## src/rtl/bongo_pkg.sv

```systemverilog
// Shared types and field layout for the bongo poll scheduler.
// Player p owns bits [p*W +: W] of each packed output.
package bongo_pkg;

  localparam int NUM_PLAYERS = 2;
  localparam int HIT_W       = 8;
  localparam int SCREAM_W    = 12;

  localparam int HIT_LSB_P0    = 0;
  localparam int HIT_LSB_P1    = HIT_W;
  localparam int SCREAM_LSB_P0 = 0;
  localparam int SCREAM_LSB_P1 = SCREAM_W;

  typedef enum logic [2:0] {
    IDLE      = 3'd0,
    WAIT_SLOT = 3'd1,
    ISSUE     = 3'd2,
    WAIT_RESP = 3'd3,
    COMMIT    = 3'd4
  } state_e;

  // ptr is the next player in line; fall back to the other one when ptr is disabled.
  function automatic logic rr_pick(input logic ptr, input logic [NUM_PLAYERS-1:0] en);
    return en[ptr] ? ptr : ~ptr;
  endfunction

endpackage

```

## src/rtl/bongo_poll_scheduler_poll_slot_timer.sv

```systemverilog
// Poll slot timer: free-running period counter that raises a pending slot flag
// and records an overrun when a slot expires while the previous one is still unclaimed.
module poll_slot_timer #(
  parameter int POLL_PERIOD = 16500
) (
  input  logic clk,
  input  logic rst_n,
  input  logic enable_i,
  input  logic consume_i,
  output logic pending_o,
  output logic overrun_o
);

  localparam int CW = $clog2(POLL_PERIOD);

  logic [CW-1:0] cnt_q, cnt_d;
  logic          pending_q, pending_d;
  logic          overrun_q, overrun_d;
  logic          expire;

  assign expire = enable_i && (cnt_q == CW'(POLL_PERIOD - 1));

  always_comb begin
    cnt_d     = cnt_q;
    pending_d = pending_q;
    overrun_d = overrun_q;
    if (!enable_i) begin
      cnt_d     = '0;
      pending_d = 1'b0;
    end else begin
      cnt_d = expire ? '0 : cnt_q + 1'b1;
      if (consume_i) pending_d = 1'b0;
      // A claim in the same cycle frees the flag, so that expiry is kept, not dropped.
      if (expire) begin
        if (pending_q && !consume_i) overrun_d = 1'b1;
        else                         pending_d = 1'b1;
      end
    end
  end

  always_ff @(posedge clk or negedge rst_n) begin
    if (!rst_n) begin
      cnt_q     <= '0;
      pending_q <= 1'b0;
      overrun_q <= 1'b0;
    end else begin
      cnt_q     <= cnt_d;
      pending_q <= pending_d;
      overrun_q <= overrun_d;
    end
  end

  assign pending_o = pending_q;
  assign overrun_o = overrun_q;

endmodule

```

## src/rtl/bongo_poll_scheduler.sv

```systemverilog
// Two-player bongo poll scheduler: alternates engine transactions per slot,
// retries failures, tracks faults and holds the last good sample per player.
module bongo_poll_scheduler
  import bongo_pkg::*;
#(
  parameter int POLL_PERIOD = 16500,
  parameter int TIMEOUT     = 8000,
  parameter int MAX_RETRY   = 2
) (
  input  logic                             clk,
  input  logic                             rst_n,
  input  logic                             enable,
  input  logic [NUM_PLAYERS-1:0]           port_en,
  output logic                             eng_start,
  output logic                             eng_sel,
  input  logic                             eng_busy,
  input  logic                             eng_done,
  input  logic                             eng_err,
  input  logic [HIT_W-1:0]                 eng_hit,
  input  logic [SCREAM_W-1:0]              eng_scream,
  output logic [NUM_PLAYERS*HIT_W-1:0]     hit_q,
  output logic [NUM_PLAYERS*SCREAM_W-1:0]  scream_q,
  output logic [NUM_PLAYERS-1:0]           valid,
  output logic [NUM_PLAYERS-1:0]           update,
  output logic [NUM_PLAYERS-1:0]           fault,
  output logic                             overrun,
  output logic [2:0]                       dbg_state
);

  localparam int TW = (TIMEOUT > 1) ? $clog2(TIMEOUT) : 1;
  localparam int RW = (MAX_RETRY > 0) ? $clog2(MAX_RETRY + 1) : 1;

  state_e                 state_q, state_d;
  logic                   sel_q, sel_d;
  logic                   rr_q, rr_d;
  logic                   start_q, start_d;
  logic [RW-1:0]          retry_q, retry_d;
  logic [TW-1:0]          tcnt_q, tcnt_d;
  logic [HIT_W-1:0]       hit_pl_q [NUM_PLAYERS];
  logic [HIT_W-1:0]       hit_pl_d [NUM_PLAYERS];
  logic [SCREAM_W-1:0]    scr_pl_q [NUM_PLAYERS];
  logic [SCREAM_W-1:0]    scr_pl_d [NUM_PLAYERS];
  logic [NUM_PLAYERS-1:0] valid_q, valid_d;
  logic [NUM_PLAYERS-1:0] update_q, update_d;
  logic [NUM_PLAYERS-1:0] fault_q, fault_d;
  logic                   pending, consume, pick;

  poll_slot_timer #(.POLL_PERIOD(POLL_PERIOD)) u_timer (
    .clk       (clk),
    .rst_n     (rst_n),
    .enable_i  (enable),
    .consume_i (consume),
    .pending_o (pending),
    .overrun_o (overrun)
  );

  assign pick = rr_pick(rr_q, port_en);

  always_comb begin
    state_d  = state_q;
    sel_d    = sel_q;
    rr_d     = rr_q;
    start_d  = 1'b0;
    retry_d  = retry_q;
    tcnt_d   = tcnt_q;
    hit_pl_d = hit_pl_q;
    scr_pl_d = scr_pl_q;
    valid_d  = valid_q;
    update_d = '0;
    fault_d  = fault_q;
    consume  = 1'b0;

    case (state_q)
      IDLE: if (enable) state_d = WAIT_SLOT;
      WAIT_SLOT: begin
        if (!enable) begin
          state_d = IDLE;
        end else if (pending) begin
          consume = 1'b1;
          if (|port_en) begin
            sel_d   = pick;
            rr_d    = ~pick;
            retry_d = '0;
            state_d = ISSUE;
          end
        end
      end
      ISSUE: begin
        if (!eng_busy) begin
          start_d = 1'b1;
          tcnt_d  = '0;
          state_d = WAIT_RESP;
        end
      end
      WAIT_RESP: begin
        tcnt_d = tcnt_q + 1'b1;
        // Error wins over a coincident done.
        if (eng_err || tcnt_q == TW'(TIMEOUT - 1)) begin
          if (retry_q < RW'(MAX_RETRY)) begin
            retry_d = retry_q + 1'b1;
            state_d = ISSUE;
          end else begin
            fault_d[sel_q]  = 1'b1;
            valid_d[sel_q]  = 1'b0;
            hit_pl_d[sel_q] = '0;
            scr_pl_d[sel_q] = '0;
            state_d         = WAIT_SLOT;
          end
        end else if (eng_done) begin
          // Capture here so the sample lands one cycle after done.
          if (port_en[sel_q]) begin
            hit_pl_d[sel_q] = eng_hit;
            scr_pl_d[sel_q] = eng_scream;
            valid_d[sel_q]  = 1'b1;
            update_d[sel_q] = 1'b1;
            fault_d[sel_q]  = 1'b0;
          end
          state_d = COMMIT;
        end
      end
      COMMIT: state_d = enable ? WAIT_SLOT : IDLE;
      default: state_d = IDLE;
    endcase

    for (int p = 0; p < NUM_PLAYERS; p++) begin
      if (!port_en[p]) begin
        valid_d[p]  = 1'b0;
        update_d[p] = 1'b0;
        hit_pl_d[p] = '0;
        scr_pl_d[p] = '0;
      end
    end
  end

  always_ff @(posedge clk or negedge rst_n) begin
    if (!rst_n) begin
      state_q  <= IDLE;
      sel_q    <= 1'b0;
      rr_q     <= 1'b0;
      start_q  <= 1'b0;
      retry_q  <= '0;
      tcnt_q   <= '0;
      valid_q  <= '0;
      update_q <= '0;
      fault_q  <= '0;
      for (int p = 0; p < NUM_PLAYERS; p++) begin
        hit_pl_q[p] <= '0;
        scr_pl_q[p] <= '0;
      end
    end else begin
      state_q  <= state_d;
      sel_q    <= sel_d;
      rr_q     <= rr_d;
      start_q  <= start_d;
      retry_q  <= retry_d;
      tcnt_q   <= tcnt_d;
      valid_q  <= valid_d;
      update_q <= update_d;
      fault_q  <= fault_d;
      hit_pl_q <= hit_pl_d;
      scr_pl_q <= scr_pl_d;
    end
  end

  assign eng_start = start_q;
  assign eng_sel   = sel_q;
  assign valid     = valid_q;
  assign update    = update_q;
  assign fault     = fault_q;
  assign dbg_state = state_q;

  assign hit_q[HIT_LSB_P0 +: HIT_W]          = hit_pl_q[0];
  assign hit_q[HIT_LSB_P1 +: HIT_W]          = hit_pl_q[1];
  assign scream_q[SCREAM_LSB_P0 +: SCREAM_W] = scr_pl_q[0];
  assign scream_q[SCREAM_LSB_P1 +: SCREAM_W] = scr_pl_q[1];

endmodule
```

## config.mk

```make
export PLATFORM = sky130hd
export DESIGN_NAME = bongo_poll_scheduler
export DESIGN_NICKNAME = d
export VERILOG_FILES = /design/src/rtl/bongo_pkg.sv /design/src/rtl/bongo_poll_scheduler_poll_slot_timer.sv /design/src/rtl/bongo_poll_scheduler.sv
export SDC_FILE = /design/constraint.sdc
export NUM_CORES = 1
export LEC_CHECK = 0
export ABC_AREA = 1
export BUFFER_PORTS_ARGS = -buffer_cell sky130_fd_sc_hd__buf_4
export CAP_MARGIN = 0
export CORE_MARGIN = 2
export CORE_UTILIZATION = 45
export DETAILED_ROUTE_END_ITERATION = 10
export PLACE_DENSITY = 0.76
export SLEW_MARGIN = 20
export SYNTH_ARGS = -nofsm -noshare
export SYNTH_HDL_FRONTEND = slang
export SYNTH_SLANG_ARGS = --single-unit
export TNS_END_PERCENT = 50
```

## constraint.sdc

```tcl
create_clock -name clk -period 1.6 [get_ports clk]
set_clock_uncertainty 0.15 [all_clocks]
set_input_delay 0.16 -clock clk [delete_from_list [all_inputs] [get_ports clk]]
set_output_delay 0.16 -clock clk [all_outputs]
set_load 0.005 [all_outputs]
```

==> flow_metrics.env, run 1 <==
export IMPL_outcome="finished with violations"
export IMPL_violated_checks="setup timing"
export IMPL_syn_nets=755
export IMPL_timing_critical_path_from_type="register"
export IMPL_total_of_warnings_raised_by_yosys=0
export IMPL_routed_wl_um=13500
export IMPL_cts_root_buffer="clkbuf_8"
export IMPL_ant_nets=0
export IMPL_netlist_cell_type_count=30
export IMPL_clk_path_buf_depth=2
export IMPL_wl_per_cell_um=13.5
export IMPL_irDropWorstVdd_v=0.000614
export IMPL_ys_ff_latch=84
export IMPL_layout_worst_path_cycle_share=1.16
export IMPL_numClockSinks=84
export IMPL_coreArea_um2=10800
export IMPL_detailedPlace_worstSlack_ns=-0.242
export IMPL_cellLeakagePower_nw=3.59
export IMPL_final_net_count=891
export IMPL_worst_hold_path_type="input port to register"
export IMPL_clk_pin_slew_worst_paths_ns=0.10
export IMPL_tightestPinTransition_ns=0.380
export IMPL_n_fill_cell=954
export IMPL_totalPowerFinal_mw=6.46
export IMPL_period_needed_ns=1.86
export IMPL_detail_route_iter0_violations=387
export IMPL_boundaryPins=80
export IMPL_grt_setup_unrepaired="true"
export IMPL_placement_rows=38
export IMPL_vias=5028
export IMPL_timing_slew_headroom=0.747
export IMPL_buffer_ports_inserted=79
export IMPL_tritoncts_num_buffers=9
export IMPL_fin_hold_viols=0
export IMPL_number_of_enable_flip_flop_cells_after_synthesis=0
export IMPL_syn_inst=725
export IMPL_post_synth_cell_area_avg_um2=6.88
export IMPL_worst_skew_pair_latency_ns=0.36
export IMPL_endpoint_kind="register"
export IMPL_reg2reg_setup_slack_ns=-0.26
export IMPL_place_congestion=0.826
export IMPL_timing_max_cap_violations=0
export IMPL_dieWidth_um=109
export IMPL_async_reset_ff_frac=1.00
export IMPL_setup_violations=54
export IMPL_synthToLayoutAreaGrowth_pct=34.7
export IMPL_floorplan_die_height_um=109
export IMPL_grt_overflow_total=0
export IMPL_grt_antenna_before_repair=0
export IMPL_timing_final_ws_setup_ns=-0.255
export IMPL_initial_utilization=0.460
export IMPL_hpwlAfterDp_um=9100
export IMPL_cell_count_of_the_worst_hold_path=3
export IMPL_yosysSeqAreaShare=0.421
export IMPL_synth_area_um2=4990
export IMPL_htree_num_levels=3
export IMPL_grt_first_pass_wirelength_um=21500
export IMPL_worstPathArrival_ns=2.00
export IMPL_vias_per_cell=5.00
export IMPL_max_freq_mhz=539
export IMPL_crit_type="register to register"
export IMPL_total_iterations_of_the_first_detailed_routing_run=5
export IMPL_grt_use_total=0.227
export IMPL_grt_max_degree=43
export IMPL_drive_gt1_frac=0.293
export IMPL_clock_tree_from_tritoncts="built"
export IMPL_synth_top_flop_cell="dfrtp_1"
export IMPL_power_density_over_the_cells_nw_per_um2=961
export IMPL_final_max_slew_viol_count=0
export IMPL_drc=0
export IMPL_via_count_of_the_first_global_routing_pass=4469
export IMPL_floorplan_die_area_um2=11900
export IMPL_critical_path_max_fanout=12
export IMPL_timing_critical_path_required_ns=1.75
export IMPL_num_antenna_cells=0
export IMPL_count_of_cells_along_the_worst_register_to_register_path=12
-- flip-flops by register name, indices dropped and copies added (netlist names), named ones only --
signal             cells
scream_q              24
hit_q                 16
u_timer.cnt_q         15
tcnt_q                13
dbg_state              3
retry_q                2
update                 2
valid                  2
eng_sel                1
eng_start              1
rr_q                   1
u_timer.overrun_o      1
u_timer.pending_o      1
-- per-stage QoR --
stage	setup TNS (ns)	instances	area, µm²	hold WS (ns)	util
final	-9.89	1006	6720	0.0279	0.620
after global routing	-17.23	1006	6720	0.0141	0.620
after CTS	-10.37	1003	6580	-0.00537	0.607
after detailed placement	-10.34	977	6170	-0.0478	0.569
after global placement	-7.25	977	6170	-0.0477	0.569
after floorplan	-4.28	725	4990	-0.286	-
-- what timing repair did --
item / 4_1_cts / 5_1_grt
endpoints found under the setup margin: 67 / 78
gates cloned: 1 / 1
hold buffers: 5 / 0
endpoints found under the hold margin: 95 / 0
pin swaps: 6 / 8
gates resized for setup: 28 / 38
setup buffers: 4 / 2
-- synth_stat cells (2+ instances only) --
cell,count,area [µm²]
dfrtp_1,84,2100
nand2_2,32,200
buf_2,4,20.0
inv_2,2,7.51
nor2_1,69,259
buf_6,7,78.8
o22ai_1,2,12.5
nor3_1,3,15.0
inv_1,48,180
o21ai_0,23,115
xor2_1,5,43.8
a21oi_1,21,105
nand2_1,310,1160
nand3_2,5,50.1
buf_4,9,67.6
nand3_1,61,305
nand4_1,8,50.1
nor2_4,3,33.8
or2_2,2,12.5
ha_1,2,25.0
clkbuf_1,16,60.1
-- final timing paths --
kind | startpoint | end
max | tcnt_q[1] | scream_q[4]
min | port_en[0] | update[0]
max reg2reg | tcnt_q[1] | scream_q[4]
min reg2reg | u_timer.overrun_o | u_timer.overrun_o
max in group asynchronous | rst_n | eng_sel
min in group asynchronous | rst_n | scream_q[12]
-- metal layers --
layer | vias to the layer above | track usage | routed length, µm | part of all wire
met5 | - | 0 | 0 | 0
met4 | 0 | 0.0542 | 138 | 0.010
met2 | 141 | 0.378 | 6470 | 0.48
met1 | 2343 | 0.310 | 6200 | 0.46
li1 | 2528 | - | - | -
met3 | 16 | 0.0395 | 726 | 0.054
-- cells by family (layout without fill, tap and decap cells) --
family / after synthesis / count (layout) / synth area share
flops: 84 / 84 / 0.421
compound gates: 50 / 50 / 0.0524
fa+ha+maj: 2 / 2 / 0.00502
buf+inv: 89 / 230 / 0.0858
simple gates: 495 / 495 / 0.426
xor+xnor: 5 / 5 / 0.00878
-- layout make-up --
class	count	area (µm²)	share of cell area
clock buffer	10	138	0.0205
clock inverter	6	95.1	0.0142
inverter	52	204	0.0304
multi-input combinational	552	2610	0.388
sequential	84	2100	0.313
tap	140	175	0.0261
timing repair buffer	162	1390	0.207
-- power breakdown --
group	total (mW)	leakage (nW)	internal (mW)	switching [mW]
registers	2.59	1.12	2.37	0.217
clock network	1.78	0.117	0.939	0.843
logic	2.09	2.36	1.04	1.05
total	6.46	3.59	4.35	2.11
-- worst max-delay path, cell delays in order, from the launching register on --
cell and delay [ns]:
dfrtp_1 0.36, ha_2 0.21, nand3_4 0.08, nor2_4 0.13
nand3_4 0.15, nand2_8 0.14, inv_8 0.07, buf_12 0.14
nand2_1 0.05, nand2_1 0.06, nor2_2 0.11, nand2_1 0.07
nand2_1 0.05
-- layout by cell type (no fill, tap or decap), types with 3 or more instances in the layout --
cell,instances
clkbuf_8,10
nand3_2,4
buf_4,141
nand2_1,300
o21ai_1,10
nand2_4,3
nand3_4,5
nor2_2,10
buf_6,4
nor2_1,57
nand3_1,58
nor2_4,5
inv_2,5
xor2_1,5
inv_1,45
nand4_1,8
a21oi_1,20
dfrtp_1,83
buf_12,10
o21ai_0,13
nand2_2,39
dlygate4sd3_1,5
Power figures use the tool's default switching activity.
==> run 2, diff against run 1 <==
--- a/config.mk
+++ b/config.mk
@@ -12,6 +12,7 @@
 export CORE_UTILIZATION = 45
 export DETAILED_ROUTE_END_ITERATION = 10
 export PLACE_DENSITY = 0.76
+export SKIP_CTS_REPAIR_TIMING = 1
 export SLEW_MARGIN = 20
 export SYNTH_ARGS = -nofsm -noshare
 export SYNTH_HDL_FRONTEND = slang
==> flow_metrics.env, run 2 (synthesis results as in run 1) <==
export IMPL_outcome="finished with violations"
export IMPL_violated_checks="hold timing, setup timing"
export IMPL_vias=5141
export IMPL_grt_overflow_total=0
export IMPL_floorplan_die_height_um=109
export IMPL_endpoint_kind="register"
export IMPL_clk_pin_slew_worst_paths_ns=0.09
export IMPL_htree_num_levels=3
export IMPL_drc=0
export IMPL_coreArea_um2=10800
export IMPL_timing_critical_path_from_type="register"
export IMPL_hpwlAfterDp_um=9100
export IMPL_ant_nets=0
export IMPL_detail_route_iter0_violations=441
export IMPL_grt_use_total=0.222
export IMPL_clk_path_buf_depth=2
export IMPL_n_fill_cell=933
export IMPL_worstPathArrival_ns=2.04
export IMPL_detailedPlace_worstSlack_ns=-0.242
export IMPL_num_antenna_cells=0
export IMPL_worst_skew_pair_latency_ns=0.36
export IMPL_cell_internal_pwr_mw=4.38
export IMPL_combinationalPowerShare=0.333
export IMPL_numClockSinks=84
export IMPL_count_of_placed_standard_cells_in_the_final_layout_fillers_left_out=1004
export IMPL_place_congestion=0.826
export IMPL_max_freq_mhz=516
export IMPL_irDropWorstVdd_v=0.000607
export IMPL_power_density_over_the_cells_nw_per_um2=962
export IMPL_drive_gt1_frac=0.322
export IMPL_grt_setup_unrepaired="true"
export IMPL_routed_wl_um=13900
export IMPL_boundaryPins=80
export IMPL_cellLeakagePower_nw=3.61
export IMPL_power_share_switching=0.332
export IMPL_clock_tree_from_tritoncts="built"
export IMPL_power_share_sequential=0.396
export IMPL_tightestPinTransition_ns=0.381
export IMPL_grt_first_pass_wirelength_um=21000
export IMPL_totalPowerFinal_mw=6.55
export IMPL_fin_hold_viols=2
export IMPL_timing_max_cap_violations=0
export IMPL_final_net_count=889
export IMPL_placement_rows=38
export IMPL_via_count_of_the_first_global_routing_pass=4389
export IMPL_final_max_slew_viol_count=0
export IMPL_dp_cells=977
export IMPL_synthToLayoutAreaGrowth_pct=36.6
export IMPL_floorplan_die_area_um2=11900
export IMPL_holdWs_ns=-0.00287
export IMPL_cts_root_buffer="clkbuf_8"
export IMPL_most_common_cell_after_layout_fill_and_taps_aside="nand2_1"
export IMPL_period_needed_ns=1.94
export IMPL_timing_final_ws_setup_ns=-0.336
export IMPL_timing_critical_path_required_ns=1.70
export IMPL_grt_antenna_before_repair=0
export IMPL_layout_worst_path_cycle_share=1.21
export IMPL_largest_register_ff_count=24
export IMPL_final_cell_mix="nand2_1 (281), buf_4 (135), dfrtp_1 (84), nor2_1 (58), nand2_2 (56)"
export IMPL_setup_violations=55
export IMPL_total_switching_power_mw=2.18
export IMPL_wl_per_cell_um=13.8
export IMPL_clock_power_share=0.271
export IMPL_timing_slew_headroom=0.745
export IMPL_vias_per_cell=5.12
export IMPL_grt_max_degree=43
export IMPL_buffer_ports_inserted=79
export IMPL_worst_hold_path_type="input port to register"
export IMPL_tritoncts_num_buffers=9
export IMPL_total_iterations_of_the_first_detailed_routing_run=8
export IMPL_critical_path_max_fanout=5
export IMPL_initial_utilization=0.460
export IMPL_crit_type="register to register"
export IMPL_dieWidth_um=109
export IMPL_setup_total_negative_slack_ns=-13.71
-- run 2: cell count changes in the layout (fill, tap and decap cells not counted), moves of 3 or more --
cell and delta:
buf_4 -6, nand2_1 -19, buf_6 +7, nand2_2 +17, nand3_1 -3
-- run 2: final cells by class --
class / count / area (µm²) / share of cell area
clock buffer: 10 / 138 / 0.0202
clock inverter: 6 / 95.1 / 0.0140
inverter: 52 / 206 / 0.0303
multi-input combinational: 552 / 2700 / 0.396
sequential: 84 / 2100 / 0.309
tap: 140 / 175 / 0.0257
timing repair buffer: 160 / 1400 / 0.205
-- run 2: path summary, 6_finish.rpt --
check	from	to	slack, ns	depth (start not counted)
max in group asynchronous	rst_n	hit_q[3]	0.67	3
setup / recovery	tcnt_q[1]	scream_q[11]	-0.34	11
hold reg to reg	u_timer.overrun_o	u_timer.overrun_o	0.34	1
min in group asynchronous	rst_n	scream_q[12]	0.10	2
hold / removal	port_en[1]	scream_q[21]	-0.003	3
setup reg to reg	tcnt_q[1]	scream_q[11]	-0.34	11
-- run 2: critical path, stage by stage, from the launching register on --
cell and delay [ns]:
dfrtp_1 0.41, ha_4 0.18, nand3_4 0.08, nor2_4 0.14, nand3_4 0.15, nand3_4 0.15, nand2_4 0.09, nand3_4 0.10
nand2_4 0.10, clkbuf_16 0.19, nand2_2 0.05, nand2_1 0.04
-- run 2: power by group through the flow --
| stage | registers, mW | clock network (mW) | logic (mW) |
|---|---|---|---|
| finish | 2.60 | 1.78 | 2.18 |
| global route | 2.62 | 1.90 | 2.39 |
| CTS | 2.58 | 1.81 | 1.87 |
| detailed placement | 2.62 | 0 | 1.86 |
| global placement | 2.62 | 0 | 1.83 |
| floorplan | 2.61 | 0 | 0.894 |
-- run 2: metal layers --
layer | vias to the layer above | part of all wire | GRT usage
li1 | 2525 | - | -
met1 | 2397 | 0.44 | 0.303
met2 | 194 | 0.48 | 0.365
met3 | 25 | 0.063 | 0.0400
met4 | 0 | 0.016 | 0.0552
met5 | - | 0 | 0
-- run 2: stage by stage --
stage                     utilization  cell area (µm²)
after CTS                       0.590             6400
after detailed placement        0.569             6170
after global routing            0.628             6810
final                           0.628             6810
after floorplan                     -             4990
after global placement          0.569             6170
==> run 3, diff against run 2 <==
--- a/config.mk
+++ b/config.mk
@@ -5,13 +5,12 @@
 export SDC_FILE = /design/constraint.sdc
 export NUM_CORES = 1
 export LEC_CHECK = 0
-export ABC_AREA = 1
 export BUFFER_PORTS_ARGS = -buffer_cell sky130_fd_sc_hd__buf_4
 export CAP_MARGIN = 0
 export CORE_MARGIN = 2
 export CORE_UTILIZATION = 45
 export DETAILED_ROUTE_END_ITERATION = 10
-export PLACE_DENSITY = 0.76
+export PLACE_DENSITY = 0.78
 export SKIP_CTS_REPAIR_TIMING = 1
 export SLEW_MARGIN = 20
 export SYNTH_ARGS = -nofsm -noshare
==> flow_metrics.env, run 3 <==
export IMPL_layout_worst_path_cycle_share=1.44
export IMPL_initial_utilization=0.467
export IMPL_setup_total_negative_slack_ns=-31.82
export IMPL_tightestPinTransition_ns=0.405
export IMPL_syn_nets=402
export IMPL_boundaryPins=80
export IMPL_yosys_area_share_adder=0.00649
export IMPL_ant_nets=0
export IMPL_final_net_count=553
export IMPL_numClockSinks=84
export IMPL_worst_hold_path_type="input port to register"
export IMPL_post_synthesis_cell_type_with_the_largest_combined_area="dfrtp_1"
export IMPL_total_iterations_of_the_first_detailed_routing_run=6
export IMPL_syn_inst=372
export IMPL_tritoncts_num_buffers=9
export IMPL_timing_slew_headroom=0.730
export IMPL_buffer_ports_inserted=79
export IMPL_synth_area_top_cells="dfrtp_1 (54%), a32o_1 (5.2%), o32ai_1 (4.5%)"
export IMPL_totalPowerFinal_mw=5.53
export IMPL_ys_ff_latch=84
export IMPL_hpwlAfterDp_um=6900
export IMPL_floorplan_die_area_um2=9330
export IMPL_coreArea_um2=8260
export IMPL_num_antenna_cells=0
export IMPL_period_needed_ns=2.30
export IMPL_irDropWorstVdd_v=0.000538
export IMPL_post_synth_cell_area_avg_um2=10.4
export IMPL_worstPathArrival_ns=2.40
export IMPL_combinationalPowerShare=0.243
export IMPL_final_max_slew_viol_count=0
export IMPL_crit_type="register to register"
export IMPL_vias=3666
export IMPL_drc=0
export IMPL_most_common_cell_after_layout_fill_and_taps_aside="buf_4"
export IMPL_max_freq_mhz=435
export IMPL_largest_family_of_logic_cells_by_synthesized_area="simple AND/OR/NAND/NOR gates"
export IMPL_floorplan_die_height_um=96.6
export IMPL_timing_max_cap_violations=0
export IMPL_htree_num_levels=3
export IMPL_clock_power_share=0.318
export IMPL_yosysSeqAreaShare=0.545
export IMPL_holdWs_ns=0.0174
export IMPL_netlist_top_cells_count="dfrtp_1 (84), nand2_1 (41), inv_1 (30)"
export IMPL_post_synth_top_count_cell="dfrtp_1"
export IMPL_synth_simple_gate_area_frac=0.189
export IMPL_power_share_switching=0.284
export IMPL_final_cell_mix="buf_4 (122), dfrtp_1 (81), nand2_1 (40), inv_1 (30), dlygate4sd3_1 (25)"
export IMPL_netlist_cell_type_count=44
export IMPL_placement_rows=33
export IMPL_cts_root_buffer="clkbuf_8"
export IMPL_fin_hold_viols=0
export IMPL_synth_compound_area_share=0.149
export IMPL_critical_path_max_fanout=11
export IMPL_synth_top_flop_cell="dfrtp_1"
export IMPL_power_density_over_the_cells_nw_per_um2=968
export IMPL_clk_path_buf_depth=2
export IMPL_synth_xor_area_share=0.0318
export IMPL_total_of_warnings_raised_by_yosys=0
export IMPL_grt_antenna_before_repair=0
export IMPL_violated_checks="setup timing"
export IMPL_synthToLayoutAreaGrowth_pct=47.9
export IMPL_largest_register_ff_count=24
export IMPL_drive_gt1_frac=0.350
export IMPL_setup_violations=65
export IMPL_endpoint_kind="register"
export IMPL_cell_internal_pwr_mw=3.96
export IMPL_clk_pin_slew_worst_paths_ns=0.09
export IMPL_timing_final_ws_setup_ns=-0.701
export IMPL_worst_skew_pair_latency_ns=0.36
export IMPL_grt_setup_unrepaired="true"
export IMPL_clock_tree_from_tritoncts="built"
export IMPL_grt_use_total=0.219
export IMPL_cellLeakagePower_nw=2.73
export IMPL_place_congestion=0.865
export IMPL_wl_per_cell_um=18.6
export IMPL_dieWidth_um=96.6
export IMPL_synth_area_um2=3860
export IMPL_timing_critical_path_from_type="register"
export IMPL_number_of_enable_flip_flop_cells_after_synthesis=0
export IMPL_timing_critical_path_required_ns=1.70
export IMPL_synthDominantCellAreaShare=0.545
export IMPL_via_count_of_the_first_global_routing_pass=3405
export IMPL_vias_per_cell=5.79
export IMPL_async_reset_ff_frac=1.00
export IMPL_outcome="finished with violations"
export IMPL_grt_overflow_total=0
export IMPL_grt_first_pass_wirelength_um=16900
export IMPL_grt_max_degree=40
export IMPL_power_share_sequential=0.440
export IMPL_total_switching_power_mw=1.57
export IMPL_routed_wl_um=11800
export IMPL_muxShareOfSynthArea=0.0233
export IMPL_detail_route_iter0_violations=156
==> run 3: changes by cell type after synthesis, moves of 16 or more <==
cell     delta
nand2_1   -269
nand3_1    -50
nor2_1     -47
nand2_2    -32
and2_1     +21
a32o_1     +20
o32ai_1    +20
inv_1      -18
a21oi_1    -16
==> run 3: area by class of cell <==
cell class,instances,area (µm²)
fillers,571,2550
clock buffers,11,151
flip-flops and latches,84,2110
clock inverters,5,82.6
multi-input cells,239,1730
repair buffers,159,1400
well taps,105,131
inverters,30,113
==> run 3: cell families after synthesis <==
family	after synthesis
xor+xnor	14
fa+ha+maj	2
simple gates	140
buf+inv	53
flops	84
mux	9
compound gates	70
==> run 3: routing by layer <==
| metal | track usage | routed length (µm) | up-vias |
|---|---|---|---|
| met3 | 0.0499 | 762 | 34 |
| met4 | 0.0737 | 350 | 0 |
| met1 | 0.288 | 4690 | 1825 |
| met2 | 0.359 | 5960 | 162 |
| met5 | 0 | 0 | - |
| li1 | - | - | 1645 |
==> run 3: final timing paths <==
path	slack, ns	start	cells past startpoint	end
max	-0.70	tcnt_q[7]	4	hit_q[7]
min	0.02	eng_busy	4	dbg_state[1]
max reg2reg	-0.70	tcnt_q[7]	4	hit_q[7]
min reg2reg	0.33	u_timer.overrun_o	2	u_timer.overrun_o
max in group asynchronous	0.60	rst_n	3	u_timer.cnt_q[7]
min in group asynchronous	0.12	rst_n	2	tcnt_q[3]
==> run 3: metrics by stage <==
| stage | std cells | setup slack [ns] | utilization | instance area, µm² |
|---|---|---|---|---|
| final | 633 | -0.701 | 0.691 | 5710 |
| after global routing | 633 | -0.730 | 0.691 | 5710 |
| after CTS | 597 | -0.705 | 0.625 | 5160 |
| after detailed placement | 581 | -0.689 | 0.596 | 4920 |
| after global placement | 581 | -0.666 | 0.596 | 4920 |
| after floorplan | 372 | -0.684 | - | 3890 |
==> run 3: worst max-delay path, stage by stage, from the launching register on <==
cell     delay, ns
dfrtp_1       0.40
or3b_4        0.40
o41a_4        0.39
or4_4         0.54
a32o_1        0.31
==> run 3: power by group through the flow <==
stage | Clock (mW) | Combinational (mW) | Sequential (mW)
final | 1.76 | 1.34 | 2.43
after global routing | 1.87 | 1.46 | 2.45
after CTS | 1.76 | 1.21 | 2.41
after detailed placement | 0 | 1.21 | 2.45
after global placement | 0 | 1.17 | 2.45
after floorplan | 0 | 0.492 | 2.46
